<file path="src/rtl/escalonador_poli_pkg.sv">
// Shared types and defaults for the polynomial-evaluator scheduler.
// Imported by the interface, the arbiter and the top level.
package escalonador_pkg;

  typedef enum logic [1:0] {
    LIVRE,
    DISPARA,
    ESPERA,
    ENTREGA
  } estado_t;

  localparam int N_REQ_DEF   = 4;
  localparam int W_DEF       = 16;
  localparam int TIMEOUT_DEF = 64;

  // Index width that never collapses to zero bits.
  function automatic int idx_w(input int n);
    return (n > 1) ? $clog2(n) : 1;
  endfunction

endpackage

</file>
<file path="src/rtl/escalonador_poli_if.sv">
// Requester and evaluator signals of the scheduler.
// The slave side is the scheduler itself; the master side is its environment.
interface escalonador_poli_if
  import escalonador_pkg::*;
#(
  parameter int N_REQ = N_REQ_DEF,
  parameter int W     = W_DEF
);

  logic [N_REQ-1:0]   req;
  logic [N_REQ*W-1:0] x_in;
  logic [N_REQ*W-1:0] a_in;
  logic [N_REQ*W-1:0] b_in;
  logic [N_REQ*W-1:0] c_in;
  logic [N_REQ-1:0]   ack;
  logic [W-1:0]       res_out;
  logic               erro;
  logic               ocupado;

  logic               ev_inicio;
  logic [W-1:0]       ev_X;
  logic [W-1:0]       ev_A;
  logic [W-1:0]       ev_B;
  logic [W-1:0]       ev_C;
  logic               ev_pronto;
  logic               ev_done;
  logic [W-1:0]       ev_res;

  modport master (
    output req, x_in, a_in, b_in, c_in,
    output ev_pronto, ev_done, ev_res,
    input  ack, res_out, erro, ocupado,
    input  ev_inicio, ev_X, ev_A, ev_B, ev_C
  );

  modport slave (
    input  req, x_in, a_in, b_in, c_in,
    input  ev_pronto, ev_done, ev_res,
    output ack, res_out, erro, ocupado,
    output ev_inicio, ev_X, ev_A, ev_B, ev_C
  );

endinterface

</file>
<file path="src/rtl/escalonador_poli_arbitro_rr.sv">
// Combinational cyclic priority picker: first set req at or after ptr.
// Shared by the schedulers that front a single resource.
module arbitro_rr
  import escalonador_pkg::*;
#(
  parameter int N = N_REQ_DEF
) (
  input  logic [N-1:0]         req,
  input  logic [idx_w(N)-1:0]  ptr,
  output logic                 valid,
  output logic [idx_w(N)-1:0]  idx
);

  localparam int IW = idx_w(N);

  logic [IW-1:0] j;

  // Scan from the farthest slot back to ptr so the nearest hit wins.
  always_comb begin
    valid = 1'b0;
    idx   = '0;
    j     = '0;
    for (int k = N - 1; k >= 0; k--) begin
      j = IW'((int'(ptr) + k) % N);
      if (req[j]) begin
        valid = 1'b1;
        idx   = j;
      end
    end
  end

endmodule

</file>
<file path="src/rtl/escalonador_poli.sv">
// Round-robin front end sharing one polynomial evaluator.
// Grants, fires a start pulse, waits with a watchdog, returns the result.
module escalonador_poli
  import escalonador_pkg::*;
#(
  parameter int N_REQ   = N_REQ_DEF,
  parameter int W       = W_DEF,
  parameter int TIMEOUT = TIMEOUT_DEF
) (
  input logic               ck,
  input logic               rst,
  escalonador_poli_if.slave bus
);

  localparam int IW = idx_w(N_REQ);
  localparam int CW = $clog2(TIMEOUT);
  localparam logic [CW-1:0] CNT_LAST = CW'(TIMEOUT - 1);

  estado_t state;
  estado_t state_nx;

  logic [IW-1:0] ptr;
  logic [IW-1:0] id;
  logic [IW-1:0] gnt_idx;
  logic          gnt_ok;
  logic [CW-1:0] cnt;

  logic grant;
  logic fim_ok;
  logic fim_to;

  logic [N_REQ-1:0] ack;
  logic [W-1:0]     res;
  logic             erro;
  logic             ocupado;
  logic             inicio;
  logic [W-1:0]     op_x;
  logic [W-1:0]     op_a;
  logic [W-1:0]     op_b;
  logic [W-1:0]     op_c;

  logic [W-1:0] xs [N_REQ];
  logic [W-1:0] as [N_REQ];
  logic [W-1:0] bs [N_REQ];
  logic [W-1:0] cs [N_REQ];

  for (genvar i = 0; i < N_REQ; i++) begin : g_op
    assign xs[i] = bus.x_in[i*W +: W];
    assign as[i] = bus.a_in[i*W +: W];
    assign bs[i] = bus.b_in[i*W +: W];
    assign cs[i] = bus.c_in[i*W +: W];
  end

  arbitro_rr #(
    .N (N_REQ)
  ) u_arb (
    .req   (bus.req),
    .ptr   (ptr),
    .valid (gnt_ok),
    .idx   (gnt_idx)
  );

  // Next state; done beats the watchdog when both land together.
  always_comb begin
    state_nx = state;
    grant    = 1'b0;
    fim_ok   = 1'b0;
    fim_to   = 1'b0;
    unique case (state)
      LIVRE: begin
        if (gnt_ok && bus.ev_pronto) begin
          grant    = 1'b1;
          state_nx = DISPARA;
        end
      end
      DISPARA: state_nx = ESPERA;
      ESPERA: begin
        if (bus.ev_done) begin
          fim_ok   = 1'b1;
          state_nx = ENTREGA;
        end else if (cnt == CNT_LAST) begin
          fim_to   = 1'b1;
          state_nx = ENTREGA;
        end
      end
      ENTREGA: state_nx = LIVRE;
      default: state_nx = LIVRE;
    endcase
  end

  // State register.
  always_ff @(posedge ck) begin
    if (rst) state <= LIVRE;
    else     state <= state_nx;
  end

  // Operand, watchdog, pointer and registered output updates.
  always_ff @(posedge ck) begin
    if (rst) begin
      ptr     <= '0;
      id      <= '0;
      cnt     <= '0;
      ack     <= '0;
      res     <= '0;
      erro    <= 1'b0;
      ocupado <= 1'b0;
      inicio  <= 1'b0;
      op_x    <= '0;
      op_a    <= '0;
      op_b    <= '0;
      op_c    <= '0;
    end else begin
      inicio  <= grant;
      ocupado <= (state_nx != LIVRE);
      ack     <= '0;
      res     <= '0;
      erro    <= 1'b0;
      if (grant) begin
        id   <= gnt_idx;
        op_x <= xs[gnt_idx];
        op_a <= as[gnt_idx];
        op_b <= bs[gnt_idx];
        op_c <= cs[gnt_idx];
      end
      if (state == DISPARA)     cnt <= '0;
      else if (state == ESPERA) cnt <= cnt + 1'b1;
      if (fim_ok || fim_to) begin
        ack  <= N_REQ'(1) << id;
        res  <= fim_ok ? bus.ev_res : '0;
        erro <= fim_to;
      end
      if (state == ENTREGA) begin
        ptr <= (id == IW'(N_REQ - 1)) ? '0 : id + 1'b1;
      end
    end
  end

  assign bus.ack       = ack;
  assign bus.res_out   = res;
  assign bus.erro      = erro;
  assign bus.ocupado   = ocupado;
  assign bus.ev_inicio = inicio;
  assign bus.ev_X      = op_x;
  assign bus.ev_A      = op_a;
  assign bus.ev_B      = op_b;
  assign bus.ev_C      = op_c;

endmodule

</file>
<file path="src/flat_wrapper.sv">
// flat-port wrapper written by rule: the top's interface ports become plain ports
module escalonador_poli_flat import escalonador_pkg::*;
#(
  parameter int N_REQ   = N_REQ_DEF,
  parameter int W       = W_DEF,
  parameter int TIMEOUT = TIMEOUT_DEF
)
  (ck, rst, bus_req, bus_x_in, bus_a_in, bus_b_in, bus_c_in, bus_ev_pronto, bus_ev_done, bus_ev_res, bus_ack, bus_res_out, bus_erro, bus_ocupado, bus_ev_inicio, bus_ev_X, bus_ev_A, bus_ev_B, bus_ev_C);
  escalonador_poli_if #(.N_REQ(N_REQ), .W(W)) bus_i ();
  input logic ck;
  input logic rst;
  input wire logic [$bits(bus_i.req)-1:0] bus_req;
  input wire logic [$bits(bus_i.x_in)-1:0] bus_x_in;
  input wire logic [$bits(bus_i.a_in)-1:0] bus_a_in;
  input wire logic [$bits(bus_i.b_in)-1:0] bus_b_in;
  input wire logic [$bits(bus_i.c_in)-1:0] bus_c_in;
  input wire logic [$bits(bus_i.ev_pronto)-1:0] bus_ev_pronto;
  input wire logic [$bits(bus_i.ev_done)-1:0] bus_ev_done;
  input wire logic [$bits(bus_i.ev_res)-1:0] bus_ev_res;
  output wire logic [$bits(bus_i.ack)-1:0] bus_ack;
  output wire logic [$bits(bus_i.res_out)-1:0] bus_res_out;
  output wire logic [$bits(bus_i.erro)-1:0] bus_erro;
  output wire logic [$bits(bus_i.ocupado)-1:0] bus_ocupado;
  output wire logic [$bits(bus_i.ev_inicio)-1:0] bus_ev_inicio;
  output wire logic [$bits(bus_i.ev_X)-1:0] bus_ev_X;
  output wire logic [$bits(bus_i.ev_A)-1:0] bus_ev_A;
  output wire logic [$bits(bus_i.ev_B)-1:0] bus_ev_B;
  output wire logic [$bits(bus_i.ev_C)-1:0] bus_ev_C;
  assign bus_i.req = bus_req;
  assign bus_i.x_in = bus_x_in;
  assign bus_i.a_in = bus_a_in;
  assign bus_i.b_in = bus_b_in;
  assign bus_i.c_in = bus_c_in;
  assign bus_i.ev_pronto = bus_ev_pronto;
  assign bus_i.ev_done = bus_ev_done;
  assign bus_i.ev_res = bus_ev_res;
  assign bus_ack = bus_i.ack;
  assign bus_res_out = bus_i.res_out;
  assign bus_erro = bus_i.erro;
  assign bus_ocupado = bus_i.ocupado;
  assign bus_ev_inicio = bus_i.ev_inicio;
  assign bus_ev_X = bus_i.ev_X;
  assign bus_ev_A = bus_i.ev_A;
  assign bus_ev_B = bus_i.ev_B;
  assign bus_ev_C = bus_i.ev_C;
  escalonador_poli #(.N_REQ(N_REQ), .W(W), .TIMEOUT(TIMEOUT)) u_core (.ck(ck), .rst(rst), .bus(bus_i));
endmodule
</file>
<file path="config.mk">
export PLATFORM = sky130hd
export DESIGN_NAME = escalonador_poli_flat
export DESIGN_NICKNAME = d
export VERILOG_FILES = /design/src/rtl/escalonador_poli_pkg.sv /design/src/rtl/escalonador_poli_if.sv /design/src/rtl/escalonador_poli_arbitro_rr.sv /design/src/rtl/escalonador_poli.sv /design/src/flat_wrapper.sv
export SDC_FILE = /design/constraint.sdc
export NUM_CORES = 1
export LEC_CHECK = 0
export BUFFER_PORTS_ARGS = -buffer_cell sky130_fd_sc_hd__clkbuf_2
export CAP_MARGIN = 20
export CORE_AREA = 2 2 142 144
export DETAILED_ROUTE_END_ITERATION = 7
export DIE_AREA = 0 0 144 146
export GPL_TIMING_DRIVEN = 0
export PLACE_DENSITY = 0.64
export SYNTH_ARGS = -nofsm -noshare
export SYNTH_HDL_FRONTEND = slang
export SYNTH_SLANG_ARGS = --single-unit
</file>
<file path="constraint.sdc">
create_clock -name ck -period 2.2 [get_ports ck]
set_clock_uncertainty 0.2 [all_clocks]
set_input_delay 0.55 -clock ck [delete_from_list [all_inputs] [get_ports ck]]
set_output_delay 0.55 -clock ck [all_outputs]
set_load 0.05 [all_outputs]
</file>
==> results of run 1 <==
power groups by stage:
stage	logic [mW]	registers, mW	clock network, mW
floorplan	0.947	3.17	0
global placement	2.68	2.27	0
detailed placement	2.70	2.28	0
CTS	2.74	2.24	1.61
global route	2.96	2.27	1.66
finish	2.76	2.24	1.56
layout by cell type (no fill, tap or decap), types with 2 or more instances in the layout:
master       n
nand4_1      2
a21o_1      64
o21ai_0     67
clkbuf_16    9
and2_1      16
nor3_1       4
clkinv_4     2
nand3_1     65
clkbuf_1     9
ha_1         6
mux2i_1     67
inv_6        2
clkbuf_4     3
xor2_1       3
buf_4        9
dfxtp_1     98
nor2_1      14
o211ai_2    10
buf_6        6
o211ai_1    54
nor2b_1      3
a21oi_1      4
clkbuf_2   382
buf_2       18
nand2_1     69
inv_1        5
or2_2        2
state kept, by name, indices dropped and copies added (netlist names), 2 cells and up:
signal and cells:
u_core.bus.ev_X 16, u_core.cnt 6, u_core.ptr 2, u_core.bus.res_out 16
u_core.bus.ev_A 16, u_core.bus.ev_C 16, u_core.bus.ev_B 16, u_core.bus.ack 4
u_core.state 2, u_core.id 2
worst register-to-register path: cells and delay by family (launching register included):
| family | cells | cell delay (ps) |
|---|---|---|
| compound gates | 4 | 790 |
| buf+inv | 2 | 450 |
| flops | 1 | 420 |
| simple gates | 1 | 90 |
timing repair:
item / in CTS / in global routing
resized for setup: 17 / 38
pin swaps: 1 / 3
setup buffers: 4 / 6
endpoints found under the setup margin: 63 / 70
routing by layer:
| metal | track usage [%] | vias to the layer above | share of wire (%) |
|---|---|---|---|
| met5 | 0 | - | 0 |
| met4 | 6.08 | 0 | 1.9 |
| met3 | 3.52 | 33 | 6.9 |
| met2 | 35.2 | 272 | 50 |
| met1 | 23.9 | 2799 | 41 |
| li1 | - | 3084 | - |
how the worst max path moves through the flow:
stage | from | endpoint | slack, ps | cells past startpoint
after floorplan | bus_req[2] | u_core.bus.ev_A[0]$_SDFFE_PP0P_ | 140 | 6
after global placement | bus_req[0] | u_core.bus.ev_A[14]$_SDFFE_PP0P_ | -540 | 8
after detailed placement | bus_req[0] | u_core.bus.ev_A[13]$_SDFFE_PP0P_ | -570 | 8
after CTS | bus_req[0] | u_core.bus.ev_C[11]$_SDFFE_PP0P_ | 9 | 8
after global routing | u_core.ptr[0]$_SDFFE_PP0N_ | u_core.bus.ev_B[15]$_SDFFE_PP0P_ | -9 | 7
final | bus_req[1] | u_core.bus.ev_B[15]$_SDFFE_PP0P_ | 110 | 8
final cells by class:
| cell class | count | area, um^2 | area share, % |
|---|---|---|---|
| Multi-Input combinational cell | 477 | 3260 | 40.3 |
| Sequential cell | 99 | 1980 | 24.5 |
| Timing Repair Buffer | 376 | 1920 | 23.7 |
| Tap cell | 265 | 332 | 4.09 |
| Buffer | 53 | 298 | 3.68 |
| Clock buffer | 9 | 225 | 2.78 |
| Clock inverter | 7 | 58.8 | 0.726 |
| Inverter | 5 | 18.8 | 0.232 |
kinds of logic after synthesis:
kind of cell | share of synthesized area, %
adders and majority gates | 1.60
and+or+nand+nor | 16.8
buffers and inverters | 5.11
muxes | 12.4
DFF | 36.2
xor gates and xnor gates | 0.639
AOI/OAI and AO/OA | 27.3
through the flow:
step	TNS, ps	hold WS (ps)
after floorplan	0	245
after global placement	-30230	244
after detailed placement	-31590	254
after CTS	0	168
after global routing	-18.2	180
final	0	185
==> impl_metrics.py, run 1 <==
metrics = {
    "run_status": {
        "outcome": "finished clean",
    },
    "final_layout": {
        "nets": 1308,
        "fill_cells": 1978,
        "areaGrowthSynthToFinish_pct": 47.7,
        "drive_gt1_share_pct": 45.4,
        "layoutNonFillerInstCount": 1291,
        "fin_util_pct": 41.9,
        "fin_area_um2": 8100,
        "num_antenna_cells": 0,
    },
    "yosys": {
        "synth_ff_type": "dfxtp_1",
        "netlist_instances": 635,
        "synth_top_area_share_pct": 36.2,
        "synth_edf_count": 0,
        "synth_top_area_cell": "dfxtp_1",
        "synth_area_leaders": "dfxtp_1 36%, mux2i_1 12%, a21o_1 8.8%",
        "ys_warn_count": 0,
        "ys_ff_latch": 99,
        "synth_most_common_cell": "dfxtp_1",
        "syn_nets": 922,
        "synthTopCellsByCount": "99 x dfxtp_1, 69 x nand2_1, 68 x mux2i_1",
        "syn-cell-area_um2": 5480,
        "ys_seq_area_share_pct": 36.2,
        "synth.distinct_cells": 46,
        "ys_async_sr_fraction_pct": 0,
        "avgSynthCellArea_um2": 8.63,
    },
    "timing": {
        "period_share_pct": 94.9,
        "finalSetupViolCount": 0,
        "fin_crit_ps": 2090,
        "final-hold-violation-count": 0,
        "setup_ws_ps": 113,
        "slew_violations": 0,
        "timing.fmax_mhz": 479,
        "relSlewSlack_pct": 65.1,
        "worst_slew_pin_slew_ps": 523,
    },
    "setup_path": {
        "cp_cell_sequence": "clkbuf_2 -> and2b_4 -> a221oi_4 -> buf_6 -> nor2_8 -> buf_6 -> mux2i_2 -> o211ai_1",
        "end_kind": "register",
        "arrival_ps": 2110,
        "start_kind": "input port",
        "slowest_stage": "and2b_4",
        "worstPathMaxFanout": 10,
        "required_ps": 2220,
        "worst-path-buf-inv": 3,
        "reg2reg_to": "u_core.bus.ev_X[13]$_SDFFE_PP0P_",
        "critPathKind": "in -> reg",
        "cpPeakStageDelay_ps": 300,
        "cpMostUsedCell": "buf_6",
        "path_delay_family": "simple AND/OR/NAND/NOR gates",
        "rr_worst_depth": 7,
        "rrSetupSlack_ps": 140,
        "timing.rr.start": "u_core.ptr[0]$_SDFFE_PP0N_",
    },
    "grt": {
        "track_usage_pct": 19.7,
        "grt_pass1_vias": 6091,
        "overflow": 0,
        "grt_pass1_wl_um": 32300,
        "grt_start_max_net_pins": 19,
        "antenna_found_initial": 0,
    },
    "placed_design": {
        "pre_cts_slack_ps": -574,
        "dp_cells": 1266,
        "placed_area_um2": 7640,
        "portBuffers": 366,
        "hpwl_um": 17000,
        "place_congestion": 0.850,
    },
    "clock_network": {
        "hold_buffers": 0,
        "cts.htree.levels": 3,
        "cts_made_buffers": 9,
        "clock_path_buffers": 2,
        "cts_root_buf": "clkbuf_16",
        "clkTransAtPathRegs_ps": 80,
        "cts_tree": "done",
        "clock_latency_ps": 350,
        "clock_sinks": 99,
    },
    "power": {
        "p_sw_mw": 2.82,
        "power_mw": 6.57,
        "power.share.clock_pct": 23.8,
        "seq_power_share_pct": 34.2,
        "internal_power_mw": 3.75,
        "powerDensity_nw_per_um2": 811,
        "p_comb_share_pct": 42.0,
        "swShare_pct": 42.9,
        "p_leak_nw": 3.74,
        "peakVddDrop_uv": 422,
    },
    "route": {
        "viasPerCell": 4.79,
        "drtAntennaViolNets": 0,
        "remaining_drc_errors": 0,
        "wl_um": 21400,
        "drt-wirelength-per-cell_um": 16.6,
        "drtIter0Drc": 231,
        "dr_total_vias": 6188,
        "dr.pass1.iters": 4,
    },
    "floorplan": {
        "fp-row-count": 51,
        "die_w_um": 144,
        "initial_core_util_pct": 28.4,
        "die_h_um": 146,
        "core_area_um2": 19300,
        "io_pins": 367,
        "dieArea_um2": 21000,
    },
    "min_path": {
        "hp-class": "in -> reg",
        "min_to": "u_core.bus.res_out[5]$_SDFF_PP0_",
        "worstHoldPathCells": 2,
        "hold_start": "bus_ev_res[5]",
    },
    "run": {
        "drv_cap": 0,
    },
}
Note: power is estimated with default switching activity, not from simulation.
==> inputs of run 2 (changes only) <==
Settings changed: PLACE_DENSITY 0.64 to 0.6, SYNTH_HIERARCHICAL from default to 1.
==> run 2 against run 1 <==
The run now ends with setup timing left. Final cell count fell by 22%. Sequential cell count is the same. Synthesized cell count shrank 46%. Worst setup slack lost 170 ps. Combinational power decreased by 37%. Sequential share of layout area grew 1.8 points. Hold slack worse by 22 ps. Register-to-register slack got worse by 190 ps. Sequential power down 9.4%. Critical path depth is 1 lower.
==> impl_metrics.py, run 2 <==
metrics = {
    "final_layout": {
        "fill_cells": 1955,
        "multi_input_area_um2": 2560,
        "final_common_cell": "clkbuf_2",
        "areaGrowthSynthToFinish_pct": 59.3,
        "fin_util_pct": 39.2,
        "nets": 1021,
        "seqCellArea_um2": 1990,
        "fin_area_um2": 7570,
        "final_cell_mix": "367 x clkbuf_2, 97 x dfxtp_1, 64 x mux4_2, 64 x a22o_1, 19 x buf_4",
        "layoutNonFillerInstCount": 1010,
        "drive_gt1_share_pct": 67.6,
    },
    "timing": {
        "timing.fmax_mhz": 444,
        "worst_slew_pin_slew_ps": 467,
        "finalSetupViolCount": 47,
        "setup_ws_ps": -54.3,
        "relSlewSlack_pct": 68.9,
        "fin_crit_ps": 2250,
        "final-hold-violation-count": 0,
        "rsz0062_at_grt": "yes",
        "period_share_pct": 102,
        "whs_ps": 163,
        "slew_violations": 0,
    },
    "grt": {
        "grt_start_max_net_pins": 21,
        "track_usage_pct": 16.8,
        "grt_pass1_vias": 4736,
        "antenna_found_initial": 1,
        "grt_pass1_wl_um": 26600,
        "overflow": 0,
    },
    "clock_network": {
        "cts_made_buffers": 9,
        "clock_sinks": 99,
        "cts_root_buf": "clkbuf_16",
        "cts.htree.levels": 3,
        "clock_path_buffers": 2,
        "cts_tree": "done",
        "clock_latency_ps": 350,
        "clkTransAtPathRegs_ps": 80,
    },
    "yosys": {
        "syn_nets": 627,
        "synth_top_area_cell": "dfxtp_1",
        "yosys.area_share.xor_xnor_pct": 0.184,
        "synth_edf_count": 0,
        "synth_top_family_by_area": "multiplexers",
        "synth_adder_area_share_pct": 0.527,
        "synth_area_leaders": "dfxtp_1 42%, mux4_2 30%, a22o_1 12%",
        "syn-cell-area_um2": 4750,
        "netlist_instances": 345,
        "synth_mux_area_share_pct": 31.2,
        "avgSynthCellArea_um2": 13.8,
        "ys_ff_latch": 99,
        "synthTopCellsByCount": "99 x dfxtp_1, 64 x a22o_1, 64 x mux4_2",
        "synth.distinct_cells": 37,
        "ys_warn_count": 6,
        "ys_seq_area_share_pct": 41.7,
        "yosys.area_share.simple_pct": 7.56,
        "synth_ff_type": "dfxtp_1",
        "synth_compound_area_share_pct": 14.2,
        "synth_top_area_share_pct": 41.7,
        "synth_most_common_cell": "dfxtp_1",
        "ys_async_sr_fraction_pct": 0,
    },
    "run_status": {
        "violations": "setup timing",
        "outcome": "complete, but fails checks",
    },
    "setup_path": {
        "end_kind": "register",
        "arrival_ps": 2300,
        "start_kind": "register",
        "worstPathMaxFanout": 5,
        "rr_worst_depth": 7,
        "cp_cell_sequence": "mux2i_2 -> a211oi_4 -> buf_4 -> buf_4 -> buf_12 -> mux4_2 -> a22o_1",
        "required_ps": 2240,
        "cpMostUsedCell": "buf_4",
        "slowest_stage": "mux4_2",
        "critPathKind": "reg -> reg",
        "cpPeakStageDelay_ps": 520,
    },
    "route": {
        "drt-wirelength-per-cell_um": 18.7,
        "remaining_drc_errors": 0,
        "dr.pass1.iters": 4,
        "drtIter0Drc": 193,
        "drtAntennaViolNets": 0,
        "wl_um": 18900,
        "dr_total_vias": 4731,
        "viasPerCell": 4.68,
    },
    "placed_design": {
        "portBuffers": 366,
        "place_congestion": 0.862,
        "dp_cells": 976,
        "placed_area_um2": 6930,
        "pre_cts_slack_ps": -518,
        "hpwl_um": 14900,
    },
    "power": {
        "powerDensity_nw_per_um2": 714,
        "peakVddDrop_uv": 328,
        "power.share.clock_pct": 30.1,
        "p_comb_share_pct": 32.3,
        "seq_power_share_pct": 37.6,
        "p_sw_mw": 1.89,
        "internal_power_mw": 3.51,
        "swShare_pct": 35.0,
        "p_leak_nw": 3.63,
    },
    "min_path": {
        "hp-class": "in -> reg",
        "worstHoldPathCells": 2,
    },
    "floorplan": {
        "io_pins": 367,
        "die_h_um": 146,
        "initial_core_util_pct": 24.6,
        "fp-row-count": 51,
        "core_area_um2": 19300,
        "dieArea_um2": 21000,
        "die_w_um": 144,
    },
    "run": {
        "drv_cap": 0,
    },
}
run 2: power by group through the flow:
| stage | registers (mW) | clock network, mW | logic [mW] |
|---|---|---|---|
| 6_report | 2.03 | 1.63 | 1.75 |
| 3_5_place_dp | 2.07 | 0 | 1.65 |
| 5_1_grt | 2.05 | 1.75 | 1.85 |
| 4_1_cts | 2.03 | 1.68 | 1.68 |
| 2_1_floorplan | 2.55 | 0 | 0.612 |
| 3_3_place_gp | 2.07 | 0 | 1.64 |
run 2: worst paths after layout:
path | from | to | slack [ps]
setup / recovery | u_core/ptr[1]$_SDFFE_PP0N_ | u_core/bus.ev_B[12]$_SDFFE_PP0P_ | -50
hold / removal | bus_ev_done | u_core/bus.erro$_SDFF_PP0_ | 160
setup reg to reg | u_core/ptr[1]$_SDFFE_PP0N_ | u_core/bus.ev_B[12]$_SDFFE_PP0P_ | -50
hold reg to reg | u_core/bus.ev_C[11]$_SDFFE_PP0P_ | u_core/bus.ev_C[11]$_SDFFE_PP0P_ | 280
run 2: kinds of logic (layout without fill, tap and decap cells):
logic type,Yosys count,count (layout)
compound gates,82,82
xor+xnor,1,1
fa+ha+maj,2,2
buf+inv,34,433
flops,99,99
mux,68,68
other cells,0,1
simple gates,59,59
run 2: cell type report:
type                       instances  area share [%]
buffer                            31            3.87
antenna                            1          0.0331
multi-input combinational        212            33.9
tap                              265            4.38
clock buffer                       9            2.97
clock inverter                     7            1.02
timing repair buffer             383            27.5
inverter                           3           0.149
sequential                        99            26.2
run 2: what timing repair did:
item | 4_1_cts | 5_1_grt
gates cloned | 0 | 7
hold buffers | 0 | 0
gates resized for setup | 15 | 16
setup endpoints to repair | 61 | 64
pin swaps | 0 | 1
buffers inserted | 4 | 6
run 2: critical path, delay by kind of cell (launching register included):
family / cells / cell delay, ps
mux: 2 / 680
flops: 1 / 370
buf+inv: 3 / 460
compound gates: 2 / 430
run 2: metrics by stage:
step,TNS [ps],power (mW)
after floorplan,-1220,3.17
after global placement,-25240,3.71
after detailed placement,-27760,3.72
after CTS,-2160,5.38
after global routing,-4620,5.65
final,-1040,5.40
run 2: routing by layer:
| layer | up-vias | wire length (um) | global-route usage [%] |
|---|---|---|---|
| met5 | - | 0 | 0 |
| li1 | 2190 | - | - |
| met4 | 0 | 427 | 6.27 |
| met2 | 224 | 9480 | 29.1 |
| met3 | 27 | 1290 | 3.82 |
| met1 | 2290 | 7660 | 20.1 |
